`src/rtl/cpu_pkg.sv`:
```
// Shared types and constants for the pipelined RISC-V core: datapath widths,
// the EX/MEM data-memory FSM encoding and the pipeline control-bit bundle.
package cpu_pkg;

    localparam int DATA_W = 32;
    localparam int REG_AW = 5;

    typedef enum logic [1:0] {
        ST_IDLE = 2'd0,
        ST_REQ  = 2'd1,
        ST_DONE = 2'd2
    } mem_state_e;

    typedef struct packed {
        logic reg_write;
        logic mem_to_reg;
        logic mem_read;
        logic mem_write;
    } ctrl_t;

    function automatic logic is_mem_op(input ctrl_t c);
        return c.mem_read | c.mem_write;
    endfunction

    // Stores win when both memory bits are set, so only a pure read is a load.
    function automatic logic is_load_op(input ctrl_t c);
        return c.mem_read & ~c.mem_write;
    endfunction

endpackage

```
`src/rtl/ex_mem_dmem_fsm.sv`:
```
// Data-memory handshake for the EX/MEM stage: owns the IDLE/REQ/DONE state,
// the registered request, busy and the load-data latch.
module ex_mem_dmem_fsm
    import cpu_pkg::*;
#(
    parameter int DW = cpu_pkg::DATA_W
) (
    input  logic          clk_i,
    input  logic          rst_i,
    input  logic          cap_i,
    input  logic          start_i,
    input  logic          load_i,
    input  logic          ack_i,
    input  logic [DW-1:0] rdata_i,
    output logic          req_o,
    output logic          busy_o,
    output logic [DW-1:0] load_data_o,
    output logic [1:0]    state_o
);

    mem_state_e    state_q, state_d;
    logic          req_q, req_d;
    logic [DW-1:0] load_data_q, load_data_d;

    // Handshake: req_o stays high with stable address/data/we until a cycle
    // with ack_i high; that edge completes the transfer. ack_i outside REQ
    // is ignored.
    always_comb begin
        state_d     = state_q;
        req_d       = req_q;
        load_data_d = load_data_q;
        unique case (state_q)
            ST_REQ: begin
                if (ack_i) begin
                    req_d   = 1'b0;
                    state_d = ST_DONE;
                    if (load_i) begin
                        load_data_d = rdata_i;
                    end
                end
            end
            default: begin
                if (start_i) begin
                    req_d   = 1'b1;
                    state_d = ST_REQ;
                end else if (cap_i) begin
                    req_d   = 1'b0;
                    state_d = ST_IDLE;
                end
            end
        endcase
    end

    always_ff @(posedge clk_i or negedge rst_i) begin
        if (!rst_i) begin
            state_q     <= ST_IDLE;
            req_q       <= 1'b0;
            load_data_q <= '0;
        end else begin
            state_q     <= state_d;
            req_q       <= req_d;
            load_data_q <= load_data_d;
        end
    end

    assign req_o       = req_q;
    assign busy_o      = (state_q == ST_REQ);
    assign load_data_o = load_data_q;
    assign state_o     = state_q;

endmodule

```
`src/rtl/ex_mem_stage.sv`:
```
// EX/MEM pipeline register with data-memory handshake. Optional misaligned
// load/store trap is enabled by defining EX_MEM_MISALIGN_TRAP_EN.
module ex_mem_stage
    import cpu_pkg::*;
#(
    parameter int DW = cpu_pkg::DATA_W,
    parameter int AW = cpu_pkg::REG_AW
) (
    input  logic          clk_i,
    input  logic          rst_i,
    input  logic          stall_i,
    input  logic          flush_i,
    input  logic          ex_valid_i,
    input  logic [DW-1:0] alu_result_i,
    input  logic [DW-1:0] rs2_data_i,
    input  logic [AW-1:0] rd_i,
    input  logic          RegWrite_i,
    input  logic          MemtoReg_i,
    input  logic          MemRead_i,
    input  logic          MemWrite_i,
    output logic          mem_valid_o,
    output logic [DW-1:0] alu_result_o,
    output logic [AW-1:0] rd_o,
    output logic          RegWrite_o,
    output logic          MemtoReg_o,
    output logic          dmem_req_o,
    output logic          dmem_we_o,
    output logic [DW-1:0] dmem_addr_o,
    output logic [DW-1:0] dmem_wdata_o,
    input  logic          dmem_ack_i,
    input  logic [DW-1:0] dmem_rdata_i,
    output logic [DW-1:0] load_data_o,
    output logic          busy_o,
`ifdef EX_MEM_MISALIGN_TRAP_EN
    output logic          misalign_o,
`endif
    output logic [1:0]    dbg_state_o
);

    logic          valid_q, valid_d;
    logic [DW-1:0] alu_q, alu_d;
    logic [DW-1:0] wdata_q, wdata_d;
    logic [AW-1:0] rd_q, rd_d;
    ctrl_t         ctrl_q, ctrl_d;
    ctrl_t         ctrl_in;
    logic          cap;
    logic          mis_in;
    logic          mem_start;
    logic          busy;
`ifdef EX_MEM_MISALIGN_TRAP_EN
    logic          mis_q, mis_d;
`endif

    assign cap = !busy && !stall_i;

`ifdef EX_MEM_MISALIGN_TRAP_EN
    assign mis_in = ex_valid_i && (MemRead_i || MemWrite_i) && (alu_result_i[1:0] != 2'b00);
`else
    assign mis_in = 1'b0;
`endif

    // Control bits of a non-instruction never reach WB or memory; a trapped
    // misaligned access must not write back either.
    always_comb begin
        ctrl_in.reg_write  = RegWrite_i & ex_valid_i & ~mis_in;
        ctrl_in.mem_to_reg = MemtoReg_i & ex_valid_i;
        ctrl_in.mem_read   = MemRead_i  & ex_valid_i;
        ctrl_in.mem_write  = MemWrite_i & ex_valid_i;
    end

    assign mem_start = cap && !flush_i && is_mem_op(ctrl_in) && !mis_in;

    always_comb begin
        valid_d = valid_q;
        alu_d   = alu_q;
        wdata_d = wdata_q;
        rd_d    = rd_q;
        ctrl_d  = ctrl_q;
`ifdef EX_MEM_MISALIGN_TRAP_EN
        mis_d   = mis_q;
`endif
        if (cap) begin
            alu_d   = alu_result_i;
            wdata_d = rs2_data_i;
            rd_d    = rd_i;
            if (flush_i) begin
                valid_d = 1'b0;
                ctrl_d  = '0;
`ifdef EX_MEM_MISALIGN_TRAP_EN
                mis_d   = 1'b0;
`endif
            end else begin
                valid_d = ex_valid_i;
                ctrl_d  = ctrl_in;
`ifdef EX_MEM_MISALIGN_TRAP_EN
                mis_d   = mis_in;
`endif
            end
        end
    end

    always_ff @(posedge clk_i or negedge rst_i) begin
        if (!rst_i) begin
            valid_q <= 1'b0;
            alu_q   <= '0;
            wdata_q <= '0;
            rd_q    <= '0;
            ctrl_q  <= '0;
`ifdef EX_MEM_MISALIGN_TRAP_EN
            mis_q   <= 1'b0;
`endif
        end else begin
            valid_q <= valid_d;
            alu_q   <= alu_d;
            wdata_q <= wdata_d;
            rd_q    <= rd_d;
            ctrl_q  <= ctrl_d;
`ifdef EX_MEM_MISALIGN_TRAP_EN
            mis_q   <= mis_d;
`endif
        end
    end

    ex_mem_dmem_fsm #(
        .DW (DW)
    ) u_dmem_fsm (
        .clk_i       (clk_i),
        .rst_i       (rst_i),
        .cap_i       (cap),
        .start_i     (mem_start),
        .load_i      (is_load_op(ctrl_q)),
        .ack_i       (dmem_ack_i),
        .rdata_i     (dmem_rdata_i),
        .req_o       (dmem_req_o),
        .busy_o      (busy),
        .load_data_o (load_data_o),
        .state_o     (dbg_state_o)
    );

    assign mem_valid_o  = valid_q;
    assign alu_result_o = alu_q;
    assign rd_o         = rd_q;
    assign RegWrite_o   = ctrl_q.reg_write;
    assign MemtoReg_o   = ctrl_q.mem_to_reg;
    assign dmem_we_o    = ctrl_q.mem_write;
    assign dmem_addr_o  = alu_q;
    assign dmem_wdata_o = wdata_q;
    assign busy_o       = busy;
`ifdef EX_MEM_MISALIGN_TRAP_EN
    assign misalign_o   = mis_q;
`endif

endmodule

```
`config.mk`:
```
export PLATFORM = sky130hd
export DESIGN_NAME = ex_mem_stage
export DESIGN_NICKNAME = d
export VERILOG_FILES = /design/src/rtl/cpu_pkg.sv /design/src/rtl/ex_mem_dmem_fsm.sv /design/src/rtl/ex_mem_stage.sv
export SDC_FILE = /design/constraint.sdc
export NUM_CORES = 1
export LEC_CHECK = 0
export CORE_MARGIN = 3
export CORE_UTILIZATION = 39
export DETAILED_ROUTE_END_ITERATION = 7
export PLACE_DENSITY_LB_ADDON = 0.08
export SLEW_MARGIN = 20
export SYNTH_ARGS = -nofsm -noshare
export SYNTH_HDL_FRONTEND = slang
export SYNTH_HIERARCHICAL = 1
export SYNTH_SLANG_ARGS = --single-unit
```
`constraint.sdc`:
```
create_clock -name clk_i -period 2.1 [get_ports clk_i]
set_input_delay 0.525 -clock clk_i [delete_from_list [all_inputs] [get_ports clk_i]]
set_output_delay 0.525 -clock clk_i [all_outputs]
set_load 0.1 [all_outputs]
```
==> results.yml, run 1 <==
outcome:
  status: "finished, final reports clean"
sta:
  max_slew_margin: 0.7634
  timing.hold.ws_ps: 87.48
  skew_ps: 6.476
  final-hold-violation-count: 0
  drv_slew: 0
  rsz0062_at_grt: "no"
  min_period_over_period: 0.8529
  fmax_ghz: 0.5583
  min_period_ps: 1791
  tightest_slew_ps: 354.9
  setup_viol: 0
route:
  avgViaCountPerCell: 4.608
  drt_iter0_drc: 66
  final_antenna_net_count: 0
  drc: 0
  wl_per_cell_um: 16.81
  firstDrtPassIters: 4
  vias: 2954
  wirelength_mm: 10.78
placement:
  gp_congestion: 0.7220
  hpwl_mm: 8.400
  portBuffers: 251
  place_area_sq_um: 6620
setup_path:
  criticalPathCategory: "flip-flop to flip-flop"
  crit_path_top_delay_cell: "dfrtp_4"
  critPathTopFamily: "flip-flops"
  path_max_fanout: 34
  reg2reg_slack_ps: 310
  cp.required_ps: 2310
  cp-end-kind: "flip-flop"
  critPathArrivalTime_ps: 2000
  r2r-end: "alu_result_o[22]"
  path_buf_inv: 2
  worst_setup_path_start_kind: "flip-flop"
  reg2reg_from: "u_dmem_fsm/req_o"
  r2r_cells: 5
  worstPathCellList: "nor2b_4, or2_1, inv_6, buf_12, mux2_1"
  slowest_delay_ps: 540
global_routing:
  antenna_found_initial: 0
  met3_usage: 0.05722
  grt_pass1_vias: 3153
  grt_use_total: 0.1696
  grtUsageMet1: 0.2087
  grt_pass1_wl_mm: 17.12
  grt-ovfl-total: 0
  top_usage_layer: "met2"
  grt_max_degree: 59
  use_met2: 0.2836
synthesis:
  yosysTopAreaCellShare: 0.6045
  yosys_register_bits: 108
  synthCells: 270
  synth_nets: 381
  ys_types: 18
  yosysTopAreaCell: "dfrtp_1"
  synth_area_sq_um: 4471
  ys_seq_area_frac: 0.6045
  ys_warn_count: 6
  synthTopCellsByArea: "dfrtp_1 60%, mux2_1 17%, mux2_4 10%"
  synth_area_per_cell_sq_um: 16.56
clock_tree:
  holdBufCountCts: 0
  cts_buffer_depth: 2
  cts_setup_buffers: 0
  cts_num_sinks: 108
  clkTransAtPathRegs_ps: 70
  clock_latency_ps: 330
  htree_levels: 3
  cts_tree: "done"
  cts_buffers: 9
  cts-root-buf: "clkbuf_16"
  post_cts_resized: 0
die:
  start_util: 0.4053
  core_region_area_sq_um: 11030
  core.rowCount: 38
  die_h_um: 113.1
  ioPinCount: 252
  die-width_um: 113.1
  die-area_sq_um: 12780
run:
  maxCapViolCount: 0
worst_hold_path:
  hold_path_class: "primary input to asynchronous set/reset pin"
layout:
  drive_above_1_share: 0.4052
  area_delta_synth_final_pct: 54.88
  design_area_sq_um: 6924
  nets: 607
  n_antenna_cell: 0
[sequential cells by signal (all words and copies together), names as in the netlist]
register                count
alu_result_o               32
dmem_wdata_o               32
u_dmem_fsm/load_data_o     32
rd_o                        5
MemtoReg_o                  1
RegWrite_o                  1
ctrl_q                      1
dmem_we_o                   1
mem_valid_o                 1
u_dmem_fsm/req_o            1
u_dmem_fsm/state_o          1
[layout make-up]
type | instances | area [sq um]
fill | 876 | 4106
multi-input combinational | 117 | 1399
clock buffer | 12 | 256.5
tap | 140 | 175.2
inverter | 1 | 8.758
sequential | 108 | 2708
timing repair buffer | 259 | 2330
clock inverter | 4 | 47.55
[cells by family after synthesis]
| family | synth area share |
|---|---|
| compound gates | 0.01567 |
| buf+inv | 0.08424 |
| flops | 0.6045 |
| mux | 0.2796 |
| simple gates | 0.01595 |
[cell usage in the layout (no fill, tap or decap), types with 2 or more instances in the layout]
cell type        count
buf_4              141
clkdlybuf4s50_1    109
dfrtp_1            106
mux2_1              69
mux2_4              30
clkbuf_16            9
buf_12               9
a22o_1               4
o21a_1               2
clkinv_2             2
clkbuf_8             2
mux2_2               2
[routing by layer]
layer	vias to the layer above	wire, um	part of all wire
li1	1352	-	-
met1	1431	4267	0.40
met2	159	5228	0.49
met3	12	1128	0.10
met4	0	153	0.014
met5	-	0	0
[synth_stat cells, drive strengths merged]
master	count
nand3b	1
inv	1
dfrtp	108
a21o	1
a22o	4
or2	1
nor2b	2
nand4b	1
a21boi	1
mux2	101
nand2b	1
o21a	2
o21ai	1
nor4b	1
buf	44
[per-stage QoR]
| stage | setup slack, ps | instances | utilization | TNS [ps] |
|---|---|---|---|---|
| after floorplan | -81.38 | 270 | - | -5610 |
| after global placement | 69.85 | 625 | 0.6002 | 0 |
| after detailed placement | 48.94 | 625 | 0.6002 | 0 |
| after CTS | 295.8 | 641 | 0.6277 | 0 |
| after global routing | 223.1 | 641 | 0.6277 | 0 |
| final | 309.0 | 641 | 0.6277 | 0 |
[worst max path at each step]
stage,from,endpoint,slack [ps],cells after the start
after floorplan,u_dmem_fsm/req_o,alu_result_o[0],-80,6
after global routing,u_dmem_fsm/req_o,dmem_wdata_o[13],220,5
after detailed placement,stall_i,alu_result_o[21],50,5
after global placement,stall_i,alu_result_o[3],70,5
final,u_dmem_fsm/req_o,alu_result_o[22],310,5
after CTS,u_dmem_fsm/req_o,alu_result_o[22],300,5
Power of run 1 is left out: the tool's default activity adds up to more than one toggle a clock period on the data nets, which glitch-free logic cannot reach.
==> run 2, diff against run 1 <==
==> constraint.sdc (replaced) <==
create_clock -name clk_i -period 2.1 [get_ports clk_i]
set_input_delay 0.21 -clock clk_i [delete_from_list [all_inputs] [get_ports clk_i]]
set_output_delay 0.21 -clock clk_i [all_outputs]
set_load 0.1 [all_outputs]
==> results.yml, run 2 (synthesized netlist as in run 1, its figures left out) <==
clock_tree:
  cts_buffer_depth: 2
  cts_num_sinks: 108
  clkTransAtPathRegs_ps: 70
  cts-root-buf: "clkbuf_16"
  cts_buffers: 9
  clock_latency_ps: 340
  cts_tree: "done"
  htree_levels: 3
worst_hold_path:
  hold_path_class: "primary input to asynchronous set/reset pin"
layout:
  nets: 608
  n_antenna_cell: 0
  layout_common_cells: "147 x buf_4, 109 x clkdlybuf4s50_1, 106 x dfrtp_1"
  fin_util: 0.6198
  area_delta_synth_final_pct: 52.92
  layout_commonest_cell: "buf_4"
  n_fill_cell: 905
  drive_above_1_share: 0.4024
die:
  core.rowCount: 38
  die-area_sq_um: 12780
  core_region_area_sq_um: 11030
  ioPinCount: 252
  die-width_um: 113.1
  start_util: 0.4053
  die_h_um: 113.1
route:
  firstDrtPassIters: 3
  avgViaCountPerCell: 4.604
  vias: 2956
  wl_per_cell_um: 16.75
  final_antenna_net_count: 0
  wirelength_mm: 10.75
  drc: 0
  drt_iter0_drc: 78
setup_path:
  crit_path_top_delay_cell: "dfrtp_4"
  worstPathCellList: "nor2b_4, or2_1, inv_6, buf_12, mux2_1"
  reg2reg_from: "u_dmem_fsm/req_o"
  setup.worst_path.end: "alu_result_o[30]"
  criticalPathCategory: "flip-flop to flip-flop"
  r2r_cells: 5
  path_max_fanout: 37
  r2r-end: "alu_result_o[30]"
  cp-end-kind: "flip-flop"
  slowest_delay_ps: 520
  reg2reg_slack_ps: 260
  cp.required_ps: 2310
  critPathArrivalTime_ps: 2050
  worst_setup_path_start_kind: "flip-flop"
  crit_start: "u_dmem_fsm/req_o"
global_routing:
  grt-ovfl-total: 0
  grt_use_total: 0.1671
  grt_pass1_vias: 3141
  antenna_found_initial: 0
  grt_max_degree: 38
  grt_pass1_wl_mm: 16.66
sta:
  timing.setup.tns_ps: 0
  max_slew_margin: 0.7146
  min_period_ps: 1841
  timing.hold.ws_ps: 378.3
  tightest_slew_ps: 428.1
  skew_ps: 4.877
  min_period_over_period: 0.8765
  rsz0062_at_grt: "no"
  final-hold-violation-count: 0
  setup_viol: 0
  fmax_ghz: 0.5433
  drv_slew: 0
placement:
  portBuffers: 251
  hpwl_mm: 8.395
  gp_congestion: 0.7364
outcome:
  status: "finished, final reports clean"
run:
  maxCapViolCount: 0
run 2: cell count changes in the layout (fill, tap and decap cells not counted):
cell	previous run	this run
buf_12	9	3
buf_4	141	147
bufinv_16	1	0
clkbuf_1	1	2
clkinv_2	2	1
clkinv_4	0	1
dlygate4sd3_1	0	1
run 2: final cells by class:
cell class	instances	area (sq um)	share of cell area
clock buffer	13	260.3	0.03807
clock inverter	3	21.27	0.003111
inverter	1	8.758	0.001281
multi-input combinational	117	1399	0.2046
sequential	108	2708	0.3960
tap	140	175.2	0.02562
timing repair buffer	260	2265	0.3313
run 2: critical path: cells and delay by family (launching register included):
family	cells	cell delay, ps
and+or+nand+nor	2	490
DFF	1	520
buffers and inverters	2	330
muxes	1	360
run 2: worst min path at each step:
stage | startpoint | endpoint
final | rst_i | rd_o[0]
after global routing | rst_i | rd_o[0]
after CTS | rst_i | rd_o[0]
after detailed placement | rst_i | dmem_wdata_o[28]
after global placement | rst_i | alu_result_o[0]
after floorplan | rst_i | MemtoReg_o
run 2: stage by stage:
stage	std cells	setup WS (ps)	area, sq um
floorplan	270	-81.38	4487
global placement	625	294.9	6545
detailed placement	625	253.6	6545
CTS	642	237.1	6837
global route	642	198.0	6837
finish	642	259.4	6837
run 2: per-layer routing:
metal | wire [um] | up-vias | global-route usage
met2 | 5509 | 156 | 0.2934
met5 | 0 | - | 0
met3 | 1170 | 11 | 0.06257
met4 | 112 | 0 | 0.04327
li1 | - | 1354 | -
met1 | 3962 | 1435 | 0.1924
run 2: timing repair:
action                    4_1_cts  5_1_grt
gates resized for setup         0        0
hold buffers                    1        0
buffers inserted                0        0
hold endpoints to repair       30        0
Power of run 2 is left out for the same reason.
==> run 3, diff against run 2 <==
Settings changed: SLEW_MARGIN 20 to 5.
==> results of run 3 <==
Same layout as run 2: the final DEF is identical, and so are final timing and power.
Power of run 3 is left out for the same reason.
